`config.mk`:
```
export PLATFORM = sky130hd
export DESIGN_NAME = pam4_symbol_slicer_flat
export DESIGN_NICKNAME = d
export VERILOG_FILES = /design/src/rtl/pam4_symbol_slicer_pkg.sv /design/src/rtl/pam4_symbol_slicer_if.sv /design/src/rtl/pam4_symbol_slicer_decide.sv /design/src/rtl/pam4_symbol_slicer.sv /design/src/flat_wrapper.sv
export SDC_FILE = /design/constraint.sdc
export NUM_CORES = 1
export LEC_CHECK = 0
export CAP_MARGIN = 25
export CORE_MARGIN = 3
export CORE_UTILIZATION = 40
export CTS_BUF_LIST = sky130_fd_sc_hd__clkbuf_4 sky130_fd_sc_hd__clkbuf_8
export DETAILED_ROUTE_END_ITERATION = 8
export GPL_TIMING_DRIVEN = 0
export SLEW_MARGIN = 20
export SYNTH_ARGS = -nofsm -noshare
export SYNTH_HDL_FRONTEND = slang
export SYNTH_SLANG_ARGS = --single-unit
```
`constraint.sdc`:
```
create_clock -name iClk12M -period 9.4 [get_ports iClk12M]
set_input_delay 0.94 -clock iClk12M [delete_from_list [all_inputs] [get_ports iClk12M]]
set_output_delay 0.94 -clock iClk12M [all_outputs]
set_load 0.02 [all_outputs]
```
`src/rtl/pam4_symbol_slicer_pkg.sv`:
```
// pam4_pkg: shared constants and types for the 4-PAM receive-side symbol slicer.
// Contents: symbol codes (same encoding as the mapper feeding the FIR),
// FSM state type, default oversampling ratio, sample magnitude helper.
package pam4_pkg;

  localparam logic [2:0] PAM4_P3 = 3'b011;
  localparam logic [2:0] PAM4_P1 = 3'b001;
  localparam logic [2:0] PAM4_M1 = 3'b111;
  localparam logic [2:0] PAM4_M3 = 3'b101;

  localparam int unsigned PAM4_OSR_DEFAULT = 3;
  localparam int unsigned PAM4_SAMPLE_W    = 16;
  localparam int unsigned PAM4_MAG_W       = 17;
  localparam int unsigned PAM4_ERR_W       = 18;

  typedef enum logic [1:0] {
    IDLE    = 2'd0,
    ACQUIRE = 2'd1,
    TRACK   = 2'd2
  } pam4State_e;

  // |x| of a 16-bit signed sample; 17 bits so that |-32768| = 32768 fits
  function automatic logic [PAM4_MAG_W-1:0] pam4Mag(input logic signed [PAM4_SAMPLE_W-1:0] x);
    logic signed [PAM4_MAG_W-1:0] xExt;
    xExt = PAM4_MAG_W'(x);
    return xExt[PAM4_MAG_W-1] ? PAM4_MAG_W'(-xExt) : PAM4_MAG_W'(xExt);
  endfunction

endpackage

```
`src/rtl/pam4_symbol_slicer_if.sv`:
```
// pam4_symbol_slicer_if: sample stream in / symbol stream out of the slicer.
//   iEnSample600k  sample strobe qualifying iFirOut
//   iFirOut        signed FIR output sample
//   oSym/oSymValid decided 3-bit symbol code and its one-clock valid pulse
//   oSliceErr      decision error (only when PAM4_SLICE_ERR_EN is defined)
// master: sample producer / symbol consumer; slave: the slicer.
interface pam4_symbol_slicer_if;
  import pam4_pkg::*;

  logic                             iEnSample600k;
  logic signed [PAM4_SAMPLE_W-1:0]  iFirOut;
  logic [2:0]                       oSym;
  logic                             oSymValid;
`ifdef PAM4_SLICE_ERR_EN
  logic signed [PAM4_ERR_W-1:0]     oSliceErr;
`endif

  modport master (
    output iEnSample600k, iFirOut,
    input  oSym, oSymValid
`ifdef PAM4_SLICE_ERR_EN
    , input oSliceErr
`endif
  );

  modport slave (
    input  iEnSample600k, iFirOut,
    output oSym, oSymValid
`ifdef PAM4_SLICE_ERR_EN
    , output oSliceErr
`endif
  );

endinterface

```
`src/rtl/pam4_symbol_slicer_decide.sv`:
```
// pam4_decide: combinational 4-level decision of one sample against threshold T.
//   x           signed sample
//   thresh      unsigned outer threshold T
//   symCode_c   decided code (+3/+1/-1/-3)
//   sliceErr_c  x minus ideal level of the decided symbol (PAM4_SLICE_ERR_EN only)
module pam4_decide
  import pam4_pkg::*;
(
  input  logic signed [PAM4_SAMPLE_W-1:0] x,
  input  logic        [PAM4_SAMPLE_W-1:0] thresh,
  output logic        [2:0]               symCode_c
`ifdef PAM4_SLICE_ERR_EN
  , output logic signed [PAM4_ERR_W-1:0]  sliceErr_c
`endif
);

  logic signed [PAM4_ERR_W-1:0] xExt;
  logic signed [PAM4_ERR_W-1:0] tPos;
  logic signed [PAM4_ERR_W-1:0] tNeg;

  // 18-bit signed domain so that -T and the +/-3T/2 levels never overflow
  assign xExt = PAM4_ERR_W'(x);
  assign tPos = $signed({2'b00, thresh});
  assign tNeg = -tPos;

  // Decision regions; with T=0 the two middle regions vanish
  always_comb begin
    symCode_c = PAM4_M3;
    if (xExt >= tPos) begin
      symCode_c = PAM4_P3;
    end else if (xExt >= 18'sd0) begin
      symCode_c = PAM4_P1;
    end else if (xExt >= tNeg) begin
      symCode_c = PAM4_M1;
    end
  end

`ifdef PAM4_SLICE_ERR_EN
  logic [PAM4_MAG_W-1:0]        lvlInner;
  logic [PAM4_MAG_W-1:0]        lvlOuter;
  logic signed [PAM4_ERR_W-1:0] lvlIdeal;

  assign lvlInner = PAM4_MAG_W'(thresh >> 1);
  assign lvlOuter = PAM4_MAG_W'(thresh) + PAM4_MAG_W'(thresh >> 1);

  // Ideal level of the decided symbol, then residual
  always_comb begin
    lvlIdeal = -$signed({1'b0, lvlOuter});
    case (symCode_c)
      PAM4_P3: lvlIdeal =  $signed({1'b0, lvlOuter});
      PAM4_P1: lvlIdeal =  $signed({1'b0, lvlInner});
      PAM4_M1: lvlIdeal = -$signed({1'b0, lvlInner});
      default: lvlIdeal = -$signed({1'b0, lvlOuter});
    endcase
    sliceErr_c = xExt - lvlIdeal;
  end
`endif

endmodule

```
`src/rtl/pam4_symbol_slicer.sv`:
```
// pam4_symbol_slicer: decimates 3x oversampled FIR output to symbol rate.
// Acquires the sampling phase with the largest accumulated |x| over ACQ_SYMS
// symbols, then slices one sample per symbol into the 4-PAM code.
//   iClk12M    12 MHz clock
//   iRst       synchronous reset, active-high
//   bus        sample strobe/data in, symbol/valid (and slice error) out
//   iThresh    outer decision threshold T (unsigned)
//   iAcqStart  pulse: start or restart acquisition
//   oLocked    high while tracking
//   oPhase     selected sampling phase
// Optional: define PAM4_SLICE_ERR_EN to add bus.oSliceErr.
module pam4_symbol_slicer
  import pam4_pkg::*;
#(
  parameter int unsigned OSR      = PAM4_OSR_DEFAULT,
  parameter int unsigned ACQ_SYMS = 16
) (
  input  logic                      iClk12M,
  input  logic                      iRst,
  pam4_symbol_slicer_if.slave       bus,
  input  logic [PAM4_SAMPLE_W-1:0]  iThresh,
  input  logic                      iAcqStart,
  output logic                      oLocked,
  output logic [1:0]                oPhase
);

  localparam int unsigned PH_W  = 2;
  localparam int unsigned SYM_W = $clog2(ACQ_SYMS);
  localparam int unsigned ACC_W = PAM4_MAG_W + $clog2(ACQ_SYMS);

  pam4State_e        state, stateNext;
  logic [PH_W-1:0]   ph, phNext, phInc;
  logic              phWrap;
  logic [SYM_W-1:0]  symCnt, symCntNext;
  logic [ACC_W-1:0]  acc     [OSR];
  logic [ACC_W-1:0]  accNext [OSR];
  logic [ACC_W-1:0]  accUpd  [OSR];
  logic [PH_W-1:0]   bestPh;
  logic [2:0]        symReg, symNext;
  logic              symValidReg, symValidNext;
  logic              lockedReg, lockedNext;
  logic [PH_W-1:0]   phaseReg, phaseNext;
  logic [PAM4_MAG_W-1:0] sampleMag;
  logic [2:0]        symCode_c;

`ifdef PAM4_SLICE_ERR_EN
  logic signed [PAM4_ERR_W-1:0] errReg, errNext, sliceErr_c;
`endif

  pam4_decide uDecide (
    .x         (bus.iFirOut),
    .thresh    (iThresh),
    .symCode_c (symCode_c)
`ifdef PAM4_SLICE_ERR_EN
    , .sliceErr_c(sliceErr_c)
`endif
  );

  assign sampleMag = pam4Mag(bus.iFirOut);
  assign phWrap    = (ph == PH_W'(OSR - 1));
  assign phInc     = phWrap ? '0 : PH_W'(ph + 2'd1);

  // Accumulators as they would be after adding the current sample's magnitude
  always_comb begin
    for (int i = 0; i < OSR; i++) begin
      accUpd[i] = (ph == PH_W'(i)) ? ACC_W'(acc[i] + ACC_W'(sampleMag)) : acc[i];
    end
  end

  // Argmax over the updated accumulators; strict compare keeps the lowest index on ties
  always_comb begin
    bestPh = '0;
    for (int i = 1; i < OSR; i++) begin
      if (accUpd[i] > accUpd[bestPh]) begin
        bestPh = PH_W'(i);
      end
    end
  end

  // Next-state and output logic
  always_comb begin
    stateNext    = state;
    phNext       = ph;
    symCntNext   = symCnt;
    accNext      = acc;
    symNext      = symReg;
    symValidNext = 1'b0;
    lockedNext   = lockedReg;
    phaseNext    = phaseReg;
`ifdef PAM4_SLICE_ERR_EN
    errNext      = errReg;
`endif

    if (iAcqStart) begin
      // Restart wins over a coincident strobe; that sample is dropped
      stateNext  = ACQUIRE;
      phNext     = '0;
      symCntNext = '0;
      lockedNext = 1'b0;
      for (int i = 0; i < OSR; i++) begin
        accNext[i] = '0;
      end
    end else begin
      case (state)
        ACQUIRE: begin
          if (bus.iEnSample600k) begin
            accNext = accUpd;
            phNext  = phInc;
            if (phWrap) begin
              symCntNext = SYM_W'(symCnt + 1'b1);
              if (symCnt == SYM_W'(ACQ_SYMS - 1)) begin
                stateNext  = TRACK;
                lockedNext = 1'b1;
                phaseNext  = bestPh;
              end
            end
          end
        end
        TRACK: begin
          if (bus.iEnSample600k) begin
            phNext = phInc;
            if (ph == phaseReg) begin
              symNext      = symCode_c;
              symValidNext = 1'b1;
`ifdef PAM4_SLICE_ERR_EN
              errNext      = sliceErr_c;
`endif
            end
          end
        end
        default: ;
      endcase
    end
  end

  // State and output registers
  always_ff @(posedge iClk12M) begin
    if (iRst) begin
      state       <= IDLE;
      ph          <= '0;
      symCnt      <= '0;
      symReg      <= '0;
      symValidReg <= 1'b0;
      lockedReg   <= 1'b0;
      phaseReg    <= '0;
      for (int i = 0; i < OSR; i++) begin
        acc[i] <= '0;
      end
`ifdef PAM4_SLICE_ERR_EN
      errReg      <= '0;
`endif
    end else begin
      state       <= stateNext;
      ph          <= phNext;
      symCnt      <= symCntNext;
      symReg      <= symNext;
      symValidReg <= symValidNext;
      lockedReg   <= lockedNext;
      phaseReg    <= phaseNext;
      for (int i = 0; i < OSR; i++) begin
        acc[i] <= accNext[i];
      end
`ifdef PAM4_SLICE_ERR_EN
      errReg      <= errNext;
`endif
    end
  end

  assign bus.oSym       = symReg;
  assign bus.oSymValid  = symValidReg;
  assign oLocked        = lockedReg;
  assign oPhase         = phaseReg;
`ifdef PAM4_SLICE_ERR_EN
  assign bus.oSliceErr  = errReg;
`endif

endmodule

```
`src/flat_wrapper.sv`:
```
// flat-port wrapper written by rule: the top's interface ports become plain ports
module pam4_symbol_slicer_flat import pam4_pkg::*;
#(
  parameter int unsigned OSR      = PAM4_OSR_DEFAULT,
  parameter int unsigned ACQ_SYMS = 16
)
  (iClk12M, iRst, iThresh, iAcqStart, oLocked, oPhase, bus_iEnSample600k, bus_iFirOut, bus_oSym, bus_oSymValid);
  pam4_symbol_slicer_if bus_i ();
  input  logic iClk12M;
  input  logic iRst;
  input  logic [PAM4_SAMPLE_W-1:0] iThresh;
  input  logic iAcqStart;
  output logic oLocked;
  output logic [1:0] oPhase;
  input wire logic [$bits(bus_i.iEnSample600k)-1:0] bus_iEnSample600k;
  input wire logic [$bits(bus_i.iFirOut)-1:0] bus_iFirOut;
  output wire logic [$bits(bus_i.oSym)-1:0] bus_oSym;
  output wire logic [$bits(bus_i.oSymValid)-1:0] bus_oSymValid;
  assign bus_i.iEnSample600k = bus_iEnSample600k;
  assign bus_i.iFirOut = bus_iFirOut;
  assign bus_oSym = bus_i.oSym;
  assign bus_oSymValid = bus_i.oSymValid;
  pam4_symbol_slicer #(.OSR(OSR), .ACQ_SYMS(ACQ_SYMS)) u_core (.iClk12M(iClk12M), .iRst(iRst), .bus(bus_i), .iThresh(iThresh), .iAcqStart(iAcqStart), .oLocked(oLocked), .oPhase(oPhase));
endmodule
```
==> results_dict.tcl, run 1 <==
set metrics [dict create \
    status "complete, no violations" \
    rsz0062_at_grt "no" \
    cp.arrival_ns 9.02 \
    antenna_found_initial 0 \
    grt_pass1_vias 7521 \
    drive_gt1_share_pct 4.292 \
    overflow 0 \
    period_needed_ns 8.694 \
    ir_drop_mv 0.07560 \
    ios 43 \
    hpwl_um 20240 \
    grt_max_degree 15 \
    endpoint_kind "flop" \
    r2r_start "u_core.acc[21]$_SDFFE_PP0P_" \
    max_freq_ghz 0.1150 \
    synthFlopType "dfxtp_1" \
    yosysTopAreaCell "ha_1" \
    nets 1335 \
    layout.cells.non_filler 1435 \
    wl_um 24760 \
    core_region_area_mm2 0.02056 \
    tightest_slew_ns 1.040 \
    antenna_cells 0 \
    wl_per_cell_um 17.25 \
    max_stage_delay_ns 0.59 \
    clock-root-buffer "clkbuf_8" \
    initial_core_util_pct 41.43 \
    io_buffers 41 \
    fillerInstances 2137 \
    cp_slowest_cell "clkdlybuf4s50_1" \
    place_area_mm2 0.009279 \
    cap_violations 0 \
    worstSetupStartpointType "primary input" \
    clkSinkCount 77 \
    holdCritPathClass "flop to flop" \
    synth-edff-count 0 \
    syn_area_per_cell_um2 7.701 \
    synthCells 1106 \
    finalSetupViolCount 0 \
    cts_tree "built" \
    synth_area_leaders "ha_1, dfxtp_1, xnor2_1" \
    skew_ns 0.01691 \
    yosysWarnings 0 \
    ys_seq_area_share_pct 18.10 \
    cts_max_path_buffers 2 \
    htree_levels 3 \
    synth_top_area_share_pct 19.98 \
    cts.repair.resized 0 \
    dp_cells 1419 \
    synth_area_mm2 0.008517 \
    post-place-ws_ns 0.2262 \
    area_growth_pct 11.66 \
    die_h_um 151.9 \
    fp-row-count 52 \
    synthArstFlopShare_pct 0 \
    clk_pin_slew_ns 0.10 \
    power.leakage_uw 0.004181 \
    grt_pass1_wl_um 40420 \
    dr.pass1.iters 5 \
    viasPerCell 5.541 \
    insertion_delay_ns 0.38 \
    drtIter0Drc 471 \
    die-area_mm2 0.02308 \
    finalInstanceArea_mm2 0.009510 \
    cts_buffers 9 \
    critPathKind "primary input to flop" \
    via_count 7952 \
    hold_start "u_core.bus.oSym[0]$_SDFFE_PP0P_" \
    synth_cell_type_count 70 \
    ctsHoldBuffers 0 \
    drv_slew 0 \
    crit_start "bus_iFirOut[15]" \
    timing.final.hold_violations 0 \
    finalSetupTns_ns 0 \
    dieWidth_um 151.9 \
    ant_nets 0 \
    yosys_register_bits 77 \
    slew_headroom_pct 28.87 \
    final_common_cell "ha_1" \
    layout_common_cells "ha_1, nor2_1, nand2_1" \
    drc 0 \
    post_cts_buffers 0 \
    period_share_pct 92.49 \
    power.density_mw_per_mm2 101.8 \
    grt.total_usage_pct 21.33 \
    crit_fanout 10 \
    gp_congestion 0.8846 \
    layout_setup_ws_ns 0.7056 \
    crit_required_ns 9.73 \
]
[stage by stage]
stage | hold slack [ns] | util, % | total power (uW)
2_1_floorplan | 0.4524 | - | 567.8
3_3_place_gp | 0.4336 | 45.10 | 659.8
3_5_place_dp | 0.4456 | 45.13 | 662.5
4_1_cts | 0.4613 | 46.25 | 975.6
5_1_grt | 0.4878 | 46.26 | 1029
6_report | 0.4548 | 46.26 | 968.2
[area by class of cell]
cell class	count	area (um2)	share of cell area, %
buffer	39	165.2	1.737
clock buffer	10	137.6	1.447
clock inverter	6	92.59	0.9736
inverter	58	217.7	2.289
multi-input combinational	934	6608	69.48
sequential	77	1541	16.21
tap	270	337.8	3.552
timing repair buffer	41	410.4	4.315
[kinds of logic (layout without fill, tap and decap cells)]
group                    count (synthesis)  after routing  synth area share (%)
AO/OA/AOI/OAI                          314            314                 23.70
XOR/XNOR                                86             86                 8.844
adder cells (fa/ha/maj)                139            139                 20.68
buffers and inverters                   97            154                 4.481
flip-flops                              77             77                 18.10
multiplexers                            32             32                 4.348
other                                    1              3               0.04403
AND/OR/NAND/NOR                        360            360                 19.80
[worst max-delay path: cells and delay by family]
kind / cells / cell delay (ns)
AOI/OAI and AO/OA: 20 / 4.10
buffers and inverters: 4 / 1.48
adders and majority gates: 3 / 0.99
and+or+nand+nor: 5 / 0.69
xor gates and xnor gates: 2 / 0.49
muxes: 1 / 0.31
[cell usage after synthesis, types with 5 or more instances]
library cell  count
and3_1            5
clkbuf_1         25
and2_1            9
nand2b_1         11
nand2_1          93
o211ai_1          7
ha_1            136
nand4_1          19
a211oi_1         35
a21o_1           36
dfxtp_1          77
xor2_1           30
o31ai_1          11
a21oi_1          92
mux2i_1          22
nor2_1          126
mux2_4           10
o21ai_1           6
xnor2_1          56
inv_1            58
nor3_1           18
nor2b_1          13
o21a_1           11
or3_1             5
or2_2             5
buf_1             9
nand3_1          32
o21ai_0          74
nor4_1            8
[power by group]
part           total (uW)  switching (uW)  leakage [uW]  internal [uW]
sequential            335            4.02      0.000622            331
clock                 308             149      0.000110            159
combinational         326             193       0.00345            132
[path summary, 6_finish.rpt]
kind / to / cells after the start / slack [ns]
worst max-delay path: u_core.oPhase[0]$_SDFFE_PP0P_ / 35 / 0.71
worst min-delay path: u_core.bus.oSym[0]$_SDFFE_PP0P_ / 2 / 0.45
worst min register to register: u_core.bus.oSym[0]$_SDFFE_PP0P_ / 2 / 0.45
worst max register to register: u_core.oPhase[0]$_SDFFE_PP0P_ / 31 / 2.47
[routing by layer]
metal	global-route usage (%)	up-vias	part of all wire [%]
li1	-	4088	-
met3	3.072	26	4.1
met1	30.90	3677	50
met4	3.810	0	1.4
met5	0	-	0
met2	34.12	161	45
[sequential cells by signal (all words and copies together), names as in the netlist]
signal	cells
u_core.oPhase	2
u_core.bus.oSymValid	1
u_core.ph	2
u_core.state	2
u_core.bus.oSym	3
u_core.acc	63
u_core.symCnt	4
Note: power is estimated with default switching activity, not from simulation.
==> run 2, diff against run 1 <==
SLEW_MARGIN = default   (was 20)
==> run 2 against run 1 <==
Flip-flop and latch count is the same. Clock skew is 0.0085 ns lower. Global-route usage is essentially flat. Wire length grew 0.41%. Highest routed layer unchanged. Largest power group unchanged.
==> results_dict.tcl, run 2 (synthesis results as in run 1) <==
set metrics [dict create \
    status "complete, no violations" \
    cp_slowest_cell "clkdlybuf4s50_1" \
    period_needed_ns 8.883 \
    drive_gt1_share_pct 4.374 \
    drc 0 \
    wl_um 24860 \
    cp.arrival_ns 9.22 \
    clock-root-buffer "clkbuf_8" \
    antenna_found_initial 0 \
    grt_max_degree 15 \
    met3_usage_pct 2.560 \
    critPathKind "primary input to flop" \
    layout.cells.non_filler 1436 \
    cts_max_path_buffers 2 \
    ios 43 \
    drtIter0Drc 538 \
    switchingPower_uw 349.9 \
    die_h_um 151.9 \
    core_region_area_mm2 0.02056 \
    grt.total_usage_pct 21.30 \
    layout_common_cells "ha_1, nor2_1, nand2_1" \
    timing.final.hold_violations 0 \
    worstSetupStartpointType "primary input" \
    p_clk_share_pct 29.8 \
    ir_drop_mv 0.05664 \
    crit_fanout 10 \
    grt_pass1_vias 7532 \
    clk_pin_slew_ns 0.09 \
    pwr-share-comb_pct 34.6 \
    clkSinkCount 77 \
    hpwl_um 20230 \
    rsz0062_at_grt "no" \
    power.leakage_uw 0.004177 \
    max_freq_ghz 0.1126 \
    initial_core_util_pct 41.43 \
    antenna_cells 0 \
    ant_nets 0 \
    nets 1336 \
    gr-usage-met2_pct 33.87 \
    viasPerCell 5.570 \
    via_count 7999 \
    p_sw_share_pct 37.18 \
    period_share_pct 94.50 \
    area_growth_pct 11.43 \
    cts_buffers 9 \
    cap_violations 0 \
    die-area_mm2 0.02308 \
    dieWidth_um 151.9 \
    largest_reg_flops 63 \
    tightest_slew_ns 0.9749 \
    holdCritPathClass "flop to flop" \
    dp_cells 1420 \
    crit_required_ns 9.74 \
    endpoint_kind "flop" \
    max_stage_delay_ns 0.59 \
    grt_pass1_wl_um 40420 \
    gp_congestion 0.8846 \
    grt-busiest-layer "met2" \
    final_common_cell "ha_1" \
    io_buffers 41 \
    overflow 0 \
    use_met1_pct 31.02 \
    drv_slew 0 \
    finalSetupViolCount 0 \
    cts_tree "built" \
    insertion_delay_ns 0.39 \
    total_power_uw 941.2 \
    slew_headroom_pct 34.77 \
    wl_per_cell_um 17.31 \
    internal_power_uw 591.3 \
    fp-row-count 52 \
    power.density_mw_per_mm2 99.18 \
    skew_ns 0.008430 \
    finalSetupTns_ns 0 \
    pwr-share-seq_pct 35.5 \
    htree_levels 3 \
    dr.pass1.iters 5 \
    top_register "u_core.acc" \
]
## run 2: timing repair
item,4_1_cts,5_1_grt
setup endpoints to repair,0,2
resized for setup,0,4
buffers inserted,0,0
hold buffers,0,0
## run 2: final timing paths
path              cells after the start                              end  slack, ns                       startpoint
setup / recovery                     35    u_core.oPhase[0]$_SDFFE_PP0P_       0.52                  bus_iFirOut[15]
hold reg to reg                       2  u_core.bus.oSym[0]$_SDFFE_PP0P_       0.45  u_core.bus.oSym[0]$_SDFFE_PP0P_
hold / removal                        2  u_core.bus.oSym[0]$_SDFFE_PP0P_       0.45  u_core.bus.oSym[0]$_SDFFE_PP0P_
setup reg to reg                     31    u_core.oPhase[0]$_SDFFE_PP0P_       2.27      u_core.acc[21]$_SDFFE_PP0P_
## run 2: worst max-delay path: cells and delay by family
| family | cells | cell delay [ns] |
|---|---|---|
| adder cells (fa/ha/maj) | 3 | 1.00 |
| AND/OR/NAND/NOR | 5 | 0.69 |
| multiplexers | 1 | 0.31 |
| AO/OA/AOI/OAI | 20 | 4.26 |
| buffers and inverters | 4 | 1.49 |
| XOR/XNOR | 2 | 0.49 |
## run 2: metrics by stage
stage                     instance area (um2)  hold slack [ns]  util [%]  worst slack [ns]
after floorplan                          8524           0.4524         -             2.410
after global placement                   9273           0.4336     45.10            0.3067
after detailed placement                 9278           0.4456     45.13            0.2115
after CTS                                9482           0.4612     46.12            0.5799
after global routing                     9490           0.4866     46.16            0.1156
final                                    9490           0.4537     46.16            0.5169
## run 2: layer usage
metal	vias up	part of all wire (%)	routed length, um
li1	4100	-	-
met5	-	0	0
met3	20	3.8	937
met2	162	44	10990
met4	0	1.5	377
met1	3717	50	12550
## run 2: power groups by stage
stage | sequential [uW] | clock (uW) | combinational, uW
after floorplan | 341 | 0 | 227
after global placement | 342 | 0 | 318
after detailed placement | 342 | 0 | 320
after CTS | 335 | 287 | 323
after global routing | 335 | 300 | 363
final | 335 | 281 | 326
## run 2: area by class of cell
type | instances | area [um2]
buffer | 39 | 165.2
clock buffer | 10 | 131.4
clock inverter | 6 | 72.57
fill | 2144 | 11070
inverter | 58 | 217.7
multi-input combinational | 934 | 6609
sequential | 77 | 1541
tap | 270 | 337.8
timing repair buffer | 42 | 415.4
